`config.mk`:
```
export PLATFORM = sky130hd
export DESIGN_NAME = lsu_flat
export DESIGN_NICKNAME = d
export VERILOG_FILES = /design/src/rtl/lsu_pkg.sv /design/src/rtl/lsu_if.sv /design/src/rtl/lsu_load_extract.sv /design/src/rtl/lsu.sv /design/src/flat_wrapper.sv
export SDC_FILE = /design/constraint.sdc
export NUM_CORES = 1
export LEC_CHECK = 0
export CAP_MARGIN = 15
export CELL_PAD_IN_SITES_DETAIL_PLACEMENT = 0
export CELL_PAD_IN_SITES_GLOBAL_PLACEMENT = 1
export CORE_MARGIN = 2
export CORE_UTILIZATION = 31
export DETAILED_ROUTE_END_ITERATION = 8
export PLACE_DENSITY_LB_ADDON = 0.3
export SYNTH_ARGS = -nofsm -noshare
export SYNTH_HDL_FRONTEND = slang
export SYNTH_SLANG_ARGS = --single-unit
```
`constraint.sdc`:
```
create_clock -name clk -period 2.4 [get_ports clk]
set_input_delay 0.24 -clock clk [delete_from_list [all_inputs] [get_ports clk]]
set_output_delay 0.24 -clock clk [all_outputs]
set_load 0.1 [all_outputs]
```
`src/rtl/lsu_pkg.sv`:
```
// lsu_pkg: shared state type, funct3 encodings and access decode helpers for the load/store unit
package lsu_pkg;
  typedef enum logic [1:0] {IDLE, BUSY, RESP} lsu_state_t;
  localparam logic [2:0] F3_B  = 3'b000;
  localparam logic [2:0] F3_H  = 3'b001;
  localparam logic [2:0] F3_W  = 3'b010;
  localparam logic [2:0] F3_BU = 3'b100;
  localparam logic [2:0] F3_HU = 3'b101;
  function automatic logic [3:0] lsu_be(input logic [2:0] funct3, input logic [1:0] addr);
    return (funct3 == F3_B || funct3 == F3_BU) ? 4'b0001 << addr :
           (funct3 == F3_H || funct3 == F3_HU) ? 4'b0011 << addr : 4'b1111;
  endfunction
  function automatic logic lsu_misaligned(input logic [2:0] funct3, input logic [1:0] addr);
    return ((funct3 == F3_H || funct3 == F3_HU) && addr[0]) || (funct3 == F3_W && addr != 2'b00);
  endfunction
  function automatic logic lsu_illegal(input logic we, input logic [2:0] funct3);
    return we ? !(funct3 inside {F3_B, F3_H, F3_W}) : !(funct3 inside {F3_B, F3_H, F3_W, F3_BU, F3_HU});
  endfunction
endpackage

```
`src/rtl/lsu_if.sv`:
```
// lsu_if: core request/response and data memory bus bundled for the load/store unit
interface lsu_if #(parameter int XLEN = 32);
  logic req_valid, req_ready, req_we;
  logic [2:0] req_funct3;
  logic [XLEN-1:0] req_addr, req_wdata;
  logic resp_valid, resp_err;
  logic [XLEN-1:0] resp_rdata;
  logic mem_req, mem_we, mem_ack, mem_err;
  logic [XLEN-1:0] mem_addr, mem_wdata, mem_rdata;
  logic [3:0] mem_be;
  modport slave(
    input req_valid, req_we, req_funct3, req_addr, req_wdata, mem_ack, mem_rdata, mem_err,
    output req_ready, resp_valid, resp_rdata, resp_err, mem_req, mem_we, mem_addr, mem_be, mem_wdata
  );
  modport master(
    output req_valid, req_we, req_funct3, req_addr, req_wdata, mem_ack, mem_rdata, mem_err,
    input req_ready, resp_valid, resp_rdata, resp_err, mem_req, mem_we, mem_addr, mem_be, mem_wdata
  );
endinterface

```
`src/rtl/lsu_load_extract.sv`:
```
// lsu_load_extract: shifts the addressed lane down and sign/zero-extends it to the load width
module lsu_load_extract import lsu_pkg::*; #(parameter int XLEN = 32) (
  input  logic [XLEN-1:0] mem_rdata,
  input  logic [1:0]      addr,
  input  logic [2:0]      funct3,
  output logic [XLEN-1:0] rdata
);
  logic [XLEN-1:0] sh;
  logic sx;
  assign sh = mem_rdata >> {addr, 3'b000};
  assign sx = !funct3[2];
  assign rdata = (funct3 == F3_B || funct3 == F3_BU) ? {{(XLEN-8){sx & sh[7]}}, sh[7:0]} :
                 (funct3 == F3_H || funct3 == F3_HU) ? {{(XLEN-16){sx & sh[15]}}, sh[15:0]} : sh;
endmodule

```
`src/rtl/lsu.sv`:
```
// lsu: turns one RV32I load/store into a bounded, word-aligned memory transaction
module lsu import lsu_pkg::*; #(parameter int XLEN = 32, parameter int TIMEOUT = 16) (
  input logic clk,
  input logic reset,
  lsu_if.slave bus
);
  localparam int CW = $clog2(TIMEOUT);
  localparam logic [CW-1:0] LAST = CW'(TIMEOUT - 1);
  lsu_state_t state, state_n;
  logic [CW-1:0] cnt;
  logic we_q, err_q, accept, bad, done;
  logic [2:0] f3_q;
  logic [3:0] be_q;
  logic [XLEN-1:0] addr_q, wdata_q, rdata_q, ext;
  assign accept = state == IDLE && bus.req_valid;
  assign bad = lsu_illegal(bus.req_we, bus.req_funct3) || lsu_misaligned(bus.req_funct3, bus.req_addr[1:0]);
  assign done = state == BUSY && (bus.mem_ack || cnt == LAST);
  lsu_load_extract #(.XLEN(XLEN)) u_ext (
    .mem_rdata(bus.mem_rdata),
    .addr(addr_q[1:0]),
    .funct3(f3_q),
    .rdata(ext)
  );
  // Next state: rejected accesses skip memory; an ack on the last count still completes normally
  always_comb begin
    state_n = state;
    if (accept) state_n = bad ? RESP : BUSY;
    else if (done) state_n = RESP;
    else if (state == RESP) state_n = IDLE;
  end
  // State, timeout counter and the request/response registers that drive every output
  always_ff @(posedge clk) begin
    if (!reset) begin
      state <= IDLE;
      cnt <= '0;
      we_q <= 1'b0;
      f3_q <= '0;
      addr_q <= '0;
      be_q <= '0;
      wdata_q <= '0;
      rdata_q <= '0;
      err_q <= 1'b0;
    end else begin
      state <= state_n;
      cnt <= state == BUSY ? cnt + 1'b1 : '0;
      if (accept) begin
        we_q <= bus.req_we;
        f3_q <= bus.req_funct3;
        addr_q <= bus.req_addr;
        be_q <= lsu_be(bus.req_funct3, bus.req_addr[1:0]);
        wdata_q <= bus.req_funct3 == F3_B ? {4{bus.req_wdata[7:0]}} :
                   bus.req_funct3 == F3_H ? {2{bus.req_wdata[15:0]}} : bus.req_wdata;
        rdata_q <= '0;
        err_q <= bad;
      end
      if (done) begin
        err_q <= !bus.mem_ack || bus.mem_err;
        rdata_q <= (bus.mem_ack && !bus.mem_err && !we_q) ? ext : '0;
      end
    end
  end
  assign bus.req_ready = state == IDLE;
  assign bus.resp_valid = state == RESP;
  assign bus.resp_rdata = rdata_q;
  assign bus.resp_err = err_q;
  assign bus.mem_req = state == BUSY;
  assign bus.mem_we = we_q;
  assign bus.mem_addr = {addr_q[XLEN-1:2], 2'b00};
  assign bus.mem_be = be_q;
  assign bus.mem_wdata = wdata_q;
endmodule

```
`src/flat_wrapper.sv`:
```
// flat-port wrapper written by rule: the top's interface ports become plain ports
module lsu_flat import lsu_pkg::*;
#(parameter int XLEN = 32, parameter int TIMEOUT = 16)
  (clk, reset, bus_req_valid, bus_req_we, bus_req_funct3, bus_req_addr, bus_req_wdata, bus_mem_ack, bus_mem_rdata, bus_mem_err, bus_req_ready, bus_resp_valid, bus_resp_rdata, bus_resp_err, bus_mem_req, bus_mem_we, bus_mem_addr, bus_mem_be, bus_mem_wdata);
  lsu_if #(.XLEN(XLEN)) bus_i ();
  input logic clk;
  input logic reset;
  input wire logic [$bits(bus_i.req_valid)-1:0] bus_req_valid;
  input wire logic [$bits(bus_i.req_we)-1:0] bus_req_we;
  input wire logic [$bits(bus_i.req_funct3)-1:0] bus_req_funct3;
  input wire logic [$bits(bus_i.req_addr)-1:0] bus_req_addr;
  input wire logic [$bits(bus_i.req_wdata)-1:0] bus_req_wdata;
  input wire logic [$bits(bus_i.mem_ack)-1:0] bus_mem_ack;
  input wire logic [$bits(bus_i.mem_rdata)-1:0] bus_mem_rdata;
  input wire logic [$bits(bus_i.mem_err)-1:0] bus_mem_err;
  output wire logic [$bits(bus_i.req_ready)-1:0] bus_req_ready;
  output wire logic [$bits(bus_i.resp_valid)-1:0] bus_resp_valid;
  output wire logic [$bits(bus_i.resp_rdata)-1:0] bus_resp_rdata;
  output wire logic [$bits(bus_i.resp_err)-1:0] bus_resp_err;
  output wire logic [$bits(bus_i.mem_req)-1:0] bus_mem_req;
  output wire logic [$bits(bus_i.mem_we)-1:0] bus_mem_we;
  output wire logic [$bits(bus_i.mem_addr)-1:0] bus_mem_addr;
  output wire logic [$bits(bus_i.mem_be)-1:0] bus_mem_be;
  output wire logic [$bits(bus_i.mem_wdata)-1:0] bus_mem_wdata;
  assign bus_i.req_valid = bus_req_valid;
  assign bus_i.req_we = bus_req_we;
  assign bus_i.req_funct3 = bus_req_funct3;
  assign bus_i.req_addr = bus_req_addr;
  assign bus_i.req_wdata = bus_req_wdata;
  assign bus_i.mem_ack = bus_mem_ack;
  assign bus_i.mem_rdata = bus_mem_rdata;
  assign bus_i.mem_err = bus_mem_err;
  assign bus_req_ready = bus_i.req_ready;
  assign bus_resp_valid = bus_i.resp_valid;
  assign bus_resp_rdata = bus_i.resp_rdata;
  assign bus_resp_err = bus_i.resp_err;
  assign bus_mem_req = bus_i.mem_req;
  assign bus_mem_we = bus_i.mem_we;
  assign bus_mem_addr = bus_i.mem_addr;
  assign bus_mem_be = bus_i.mem_be;
  assign bus_mem_wdata = bus_i.mem_wdata;
  lsu #(.XLEN(XLEN), .TIMEOUT(TIMEOUT)) u_core (.clk(clk), .reset(reset), .bus(bus_i));
endmodule
```
; ---- After elaboration in Yosys (flattened, before gate mapping)
; Index checks and enable logic that the tools add are counted.
[op_classes]
shift = 3
n_reduce_logical = 29
eq_ne = 10
n_bitwise = 2
mux = 16
n_addsub = 1
[ops]
columns = operator, n
row1 = 32-bit two-way mux, 7
row2 = 32-bit by 5-bit right shift with 32-bit output, 1
row3 = "3-bit == test, second input constant", 4
row4 = 1-bit logical OR, 8
row5 = 2-bit two-way mux, 4
row6 = 4-bit two-way mux, 2
row7 = "3-bit by 1-bit == test with 1-bit output, second input constant", 2
row8 = 1-bit logical AND, 6
row9 = 1-bit zero test, 6
row10 = 3-bit zero test, 2
row11 = 3-bit nonzero test, 2
row12 = 5-bit nonzero test, 1
row13 = "4-bit by 1-bit adder with 4-bit output, second input constant", 1
row14 = "4-bit == test, second input constant", 1
row15 = 2-bit nonzero test, 2
row16 = "1-bit by 2-bit << shifter with 4-bit output, first input constant", 1
row17 = "2-bit by 2-bit << shifter with 4-bit output, first input constant", 1
row18 = "3-bit by 2-bit == test with 1-bit output, second input constant", 1
row19 = 1-bit two-way mux, 3
row20 = 1-bit AND, 2
row21 = "2-bit by 1-bit == test with 1-bit output, second input constant", 1
row22 = "2-bit == test, second input constant", 1
row23 = 2-bit zero test, 1
row24 = 2-bit AND reduction, 1
[word_totals]
output_inout_bits = 105
elab_cells = 70
in_bits = 105
ff_bits = 111

; ---- Longest topological paths before layout
[depth]
depth_word = 7
ltp_mapped = 8

; ---- Cells and area by module
; Synthesis repeated with hierarchy kept, for this count alone.
[unflattened]
hier_cells = 610
hier_area_um2 = 5447.7
[by_module_without_submodules]
columns = module, area_each_um2, cells_per_inst, instances, seq_area_each_um2
row1 = lsu, 4687.0, 501, 1, 2222.1
row2 = lsu_load_extract, 760.7, 109, 1, 0.0

; ---- Worst setup path after synthesis
; OpenSTA, ideal clock, no wires.
[synth_timing]
path_kind = register to register
start = reg u_core.state[0]
end = reg u_core.wdata_q[16], in the netlist u_core.bus.mem_wdata[16]
period_less_slack_ns = 2.767
stages_incl_launch_ff = 7
t_arrival_ns = 2.650
n_path_buf = 2
setup_slack_ns = -0.367
setup_ns = 0.117
required_time_ns = 2.283
cell_sequence = dfxtp_1 -> nor2_1 -> and2_1 -> clkbuf_1 -> clkbuf_1 -> nand3_1 -> o211a_1
[synth_between]
elab_chain_cells = 2
[synth_rtl]
columns = item, line_no
row1 = start: declaration, lsu.sv:9  ; lsu_state_t state, state_n;
row2 = start signal: assignment, lsu.sv:44  ; state <= state_n;
row3 = 2-bit zero test, -
row4 = net bus_req_ready, flat_wrapper.sv:16  ; output wire logic [$bits(bus_i.req_ready)-1:0] bus_req_ready;
row5 = 1-bit logical AND, lsu.sv:15  ; assign accept = state == IDLE && bus.req_valid;
row6 = end signal: assignment, lsu.sv:51  ; wdata_q <= bus.req_funct3 == F3_B ? {4{bus.req_wdata[7:0]}} :
row7 = end: declaration, lsu.sv:14  ; logic [XLEN-1:0] addr_q, wdata_q, rdata_q, ext;
; The timed path passes the listed nets, and every way through them passes these cells.
; A chain may end at the register's enable or synchronous reset.

; ---- Final worst setup path
[layout_timing]
start = reg u_core.state[0]
end = reg u_core.rdata_q[28], in the netlist u_core.bus.resp_rdata[28]
[layout_between]
elab_chain_cells = 3
word_cells_on_any_way = 6
classes_between = 1 x eq/ne / 1 x mux / 4 x reduce/logical
[layout_rtl]
columns = item, line_no
row1 = 2-bit by 1-bit == test with 1-bit output / 2-bit zero test (equally long branches), "lsu.sv:17, lsu.sv:15"
row2 = "1-bit logical AND, on equally long branches", "lsu.sv:17, lsu.sv:15"
row3 = 32-bit two-way mux / 2-bit nonzero test (equally long branches), -
row4 = end signal: assignment, lsu.sv:58  ; rdata_q <= (bus.mem_ack && !bus.mem_err && !we_q) ? ext : '0;
row5 = end: declaration, lsu.sv:14
; Several ways; a longest one is shown, not always the timed one.

==> report_table.html <==
<table>
<tr><th>Metric</th><th>Value</th></tr>
<tr><th colspan="2">Die</th></tr>
<tr><td>X dimension of the die</td><td>134 um</td></tr>
<tr><td>Number of standard-cell rows in the floorplan</td><td>47</td></tr>
<tr><td>Number of placed I/O pins</td><td>210</td></tr>
<tr><td>Starting density of the core</td><td>31.6%</td></tr>
<tr><td>Die outline area</td><td>17,900 um2</td></tr>
<tr><td>Chip Height</td><td>134 um</td></tr>
<tr><td>Core Footprint</td><td>16,500 um2</td></tr>
<tr><th colspan="2">Pwr</th></tr>
<tr><td>Sw Ratio</td><td>35.0%</td></tr>
<tr><td>Sequential Power Share</td><td>37.8%</td></tr>
<tr><td>Static leakage</td><td>0.00326 uW</td></tr>
<tr><td>Psw</td><td>1860 uW</td></tr>
<tr><td>Internal Dissipation</td><td>3450 uW</td></tr>
<tr><td>Power density cells</td><td>722 nW/um2</td></tr>
<tr><td>Clock share of power</td><td>33.0%</td></tr>
<tr><td>Combinational share of power</td><td>29.2%</td></tr>
<tr><td>VDD IR-drop max</td><td>374 uV</td></tr>
<tr><th colspan="2">CTS</th></tr>
<tr><td>Worst-path clk slew</td><td>0.07 ns</td></tr>
<tr><td>Total number of H-tree levels</td><td>3</td></tr>
<tr><td>Maximum clock insertion buffer count</td><td>2</td></tr>
<tr><td>Clock root cell</td><td>clkbuf_16</td></tr>
<tr><td>Worst-Skew Late Latency</td><td>0.35 ns</td></tr>
<tr><td>Post_cts resized</td><td>0</td></tr>
<tr><td>Cts-stage hold buffer count</td><td>0</td></tr>
<tr><td>Buffers inserted by post-CTS timing repair</td><td>0</td></tr>
<tr><td>Clock buffer count from CTS</td><td>9</td></tr>
<tr><td>Clock tree from TritonCTS</td><td>yes</td></tr>
<tr><td>Total number of clock tree sinks</td><td>111</td></tr>
<tr><th colspan="2">Run status</th></tr>
<tr><td>Outcome</td><td>finished, final reports clean</td></tr>
<tr><th colspan="2">Final layout</th></tr>
<tr><td>Fraction of final layout cells with drive strength greater than 1</td><td>18.8%</td></tr>
<tr><td>Final net count</td><td>862</td></tr>
<tr><td>Area grow syn2layout</td><td>41.0%</td></tr>
<tr><td>Storage element area</td><td>2220 um2</td></tr>
<tr><td>Fill cell count</td><td>1,621</td></tr>
<tr><td>Area occupied by multi-input gates</td><td>2540 um2</td></tr>
<tr><td>Post-layout util</td><td>44.5%</td></tr>
<tr><td>N_diodes</td><td>0</td></tr>
<tr><th colspan="2">Route</th></tr>
<tr><td>Routed vias</td><td>4,612</td></tr>
<tr><td>Post-detailed-route wirelength per cell</td><td>16.3 um</td></tr>
<tr><td>Count of unresolved DRC violations after routing</td><td>0</td></tr>
<tr><td>Number of search-and-repair iterations in the first detailed-routing pass</td><td>4</td></tr>
<tr><td>DRT iter0 DRCs</td><td>220</td></tr>
<tr><td>Average via count per standard cell</td><td>4.72</td></tr>
<tr><td>ANT nets after route</td><td>0</td></tr>
<tr><td>Total Wirelength</td><td>15.9 mm</td></tr>
<tr><th colspan="2">STA</th></tr>
<tr><td>Post-layout minimum cycle time</td><td>1.89 ns</td></tr>
<tr><td>Fin. max-slew vios</td><td>0</td></tr>
<tr><td>Largest clock skew in the final design</td><td>0.00928 ns</td></tr>
<tr><td>Slew margin rel.</td><td>48.4%</td></tr>
<tr><td>Slew @ Worst Pin</td><td>0.773 ns</td></tr>
<tr><td>Post-route setup TNS</td><td>0 ns</td></tr>
<tr><td>Final clock period utilization by the worst path</td><td>78.9%</td></tr>
<tr><td>Count of final hold-check violations</td><td>0</td></tr>
<tr><td>Hold Worst Slack</td><td>0.298 ns</td></tr>
<tr><td>Final setup violation count</td><td>0</td></tr>
<tr><td>Maximum frequency from static timing analysis</td><td>0.528 GHz</td></tr>
<tr><td>Setup repair after global routing missed its margin</td><td>false</td></tr>
<tr><th colspan="2">Place</th></tr>
<tr><td>Post-detailed-placement half-perimeter wirelength</td><td>12.0 mm</td></tr>
<tr><td>Final GP Congestion</td><td>0.828</td></tr>
<tr><td>Input/output buffers</td><td>207</td></tr>
<tr><th colspan="2">Synth</th></tr>
<tr><td>Share of the synthesized area in the top cell type</td><td>42.6%</td></tr>
<tr><td>Post-synth cell types</td><td>42</td></tr>
<tr><td>Top post-synthesis cells by area</td><td>dfxtp_1 43%, nand2_1 9.4%, mux2i_1 6.3%</td></tr>
<tr><td>Synthesized area</td><td>5220 um2</td></tr>
<tr><td>Leading area contributor after synthesis</td><td>dfxtp_1</td></tr>
<tr><td>Warnings, synthesis</td><td>0</td></tr>
<tr><td>Number of cells produced by synthesis</td><td>595</td></tr>
<tr><td>Sequential fraction of the synthesis area</td><td>42.6%</td></tr>
<tr><td>Flops &amp; latches, synth</td><td>111</td></tr>
<tr><td>Average cell area after synthesis</td><td>8.76 um2</td></tr>
<tr><th colspan="2">Worst setup path</th></tr>
<tr><td>Data arrival time of the critical path</td><td>2.19 ns</td></tr>
<tr><td>Required time at the endpoint of the critical path</td><td>2.70 ns</td></tr>
<tr><td>Top fanout value on the critical path</td><td>16</td></tr>
<tr><td>WS Path Type</td><td>reg -&gt; reg</td></tr>
<tr><td>Setup crit end kind</td><td>flop</td></tr>
<tr><td>Setup crit start kind</td><td>flop</td></tr>
<tr><th colspan="2">Run</th></tr>
<tr><td>Count of maximum capacitance violations</td><td>0</td></tr>
<tr><th colspan="2">Hold path</th></tr>
<tr><td>Worst min-delay path class</td><td>in -&gt; reg</td></tr>
<tr><th colspan="2">Global route</th></tr>
<tr><td>Global router's overall resource usage</td><td>17.7%</td></tr>
<tr><td>Initial antenna violation count</td><td>0</td></tr>
<tr><td>Remaining global-route overflow</td><td>0</td></tr>
<tr><td>First-pass GRT wire length</td><td>24.9 mm</td></tr>
<tr><td>Via count of the first global-routing pass</td><td>4,647</td></tr>
<tr><td>Pin count of the biggest net entering global routing</td><td>87</td></tr>
</table>
[metrics by stage]
stage / instances / instance area [um2] / power, uW / worst slack, ns
after global routing: 977 / 7350 / 5530 / 0.287
after floorplan: 596 / 5220 / 3180 / 0.131
after detailed placement: 961 / 7010 / 3610 / 0.367
final: 977 / 7350 / 5310 / 0.507
after global placement: 961 / 7010 / 3590 / 0.397
after CTS: 977 / 7350 / 5380 / 0.485
[kinds of logic after synthesis]
logic type      Yosys count  synth area share [%]
flops                   111                  42.6
buf+inv                  81                  8.90
mux                      34                  6.77
other cells               1                0.0719
fa+ha+maj                 5                  1.20
xor+xnor                  3                 0.504
simple gates            204                  17.0
compound gates          156                  22.9
[per-layer routing]
| metal | vias to the layer above | wire (um) | global-route usage [%] |
|---|---|---|---|
| li1 | 2344 | - | - |
| met1 | 2126 | 7200 | 22.6 |
| met2 | 135 | 7400 | 28.6 |
| met3 | 7 | 1240 | 6.66 |
| met4 | 0 | 109 | 3.37 |
| met5 | - | 0 | 0 |
[layout by cell type, fill, tap and decap left out, types with 9 or more instances in the layout]
cell,instances
nor2_1,22
o21ai_0,24
a21oi_1,9
nand2_1,129
o211a_1,16
dfxtp_1,111
mux2i_1,33
a21boi_1,40
nor2b_1,20
buf_4,117
clkdlybuf4s50_1,103
nand3_1,11
clkbuf_16,9
a211o_1,16
a21boi_0,14
[power groups by stage]
stage	clock [uW]	sequential (uW)	combinational [uW]
6_report	1750	2010	1550
5_1_grt	1880	2020	1630
4_1_cts	1810	2010	1560
3_5_place_dp	0	2050	1560
3_3_place_gp	0	2040	1550
2_1_floorplan	0	2460	715
[layout make-up]
type	instances	share of cell area, %
Tap cell	220	3.74
Multi-Input combinational cell	404	34.6
Clock inverter	5	1.43
Inverter	3	0.153
Timing Repair Buffer	223	26.6
Clock buffer	11	3.30
Sequential cell	111	30.2
[cell usage after synthesis]
master / n
a2111oi_0: 2
a211o_1: 16
a21boi_0: 14
a21boi_1: 40
a21oi_1: 9
a221o_1: 8
a22o_1: 8
a22oi_1: 1
a31oi_1: 1
a31oi_2: 1
a32oi_1: 7
and2_1: 3
and2_4: 1
and3_1: 2
buf_1: 1
buf_2: 5
buf_4: 32
buf_6: 3
buf_8: 1
clkbuf_1: 36
conb_1: 1
dfxtp_1: 111
ha_1: 5
inv_1: 3
mux2i_1: 33
mux4_2: 1
nand2_1: 130
nand2b_1: 3
nand3_1: 11
nand3b_1: 1
nand4bb_1: 1
nor2_1: 23
nor2b_1: 21
nor3_1: 4
nor3b_1: 3
o211a_1: 16
o211ai_1: 8
o21ai_0: 24
o311a_1: 1
or3_1: 1
xnor2_1: 2
xor2_1: 1
[sequential cells by signal, indices dropped and copies added, names as in the netlist]
register               count
u_core.addr_q             32
u_core.bus.mem_we          1
u_core.f3_q                3
u_core.cnt                 4
u_core.bus.resp_rdata     32
u_core.bus.resp_err        1
u_core.state               2
u_core.bus.mem_wdata      32
u_core.bus.mem_be          4
[final timing paths]
path              slack [ns]        startpoint                   endpoint  cells past startpoint
setup / recovery        0.51   u_core.state[0]  u_core.bus.resp_rdata[28]                      4
hold / removal          0.30             reset              u_core.cnt[2]                      3
setup reg to reg        0.51   u_core.state[0]  u_core.bus.resp_rdata[28]                      4
hold reg to reg         0.45  u_core.addr_q[5]           u_core.addr_q[5]                      2
[critical path, stage by stage, from the launching register on]
cell	delay, ns
dfxtp_1	0.45
nand3b_1	0.23
nor3_1	0.36
o311a_1	0.60
a221o_1	0.20
Power figures use the tool's default switching activity.
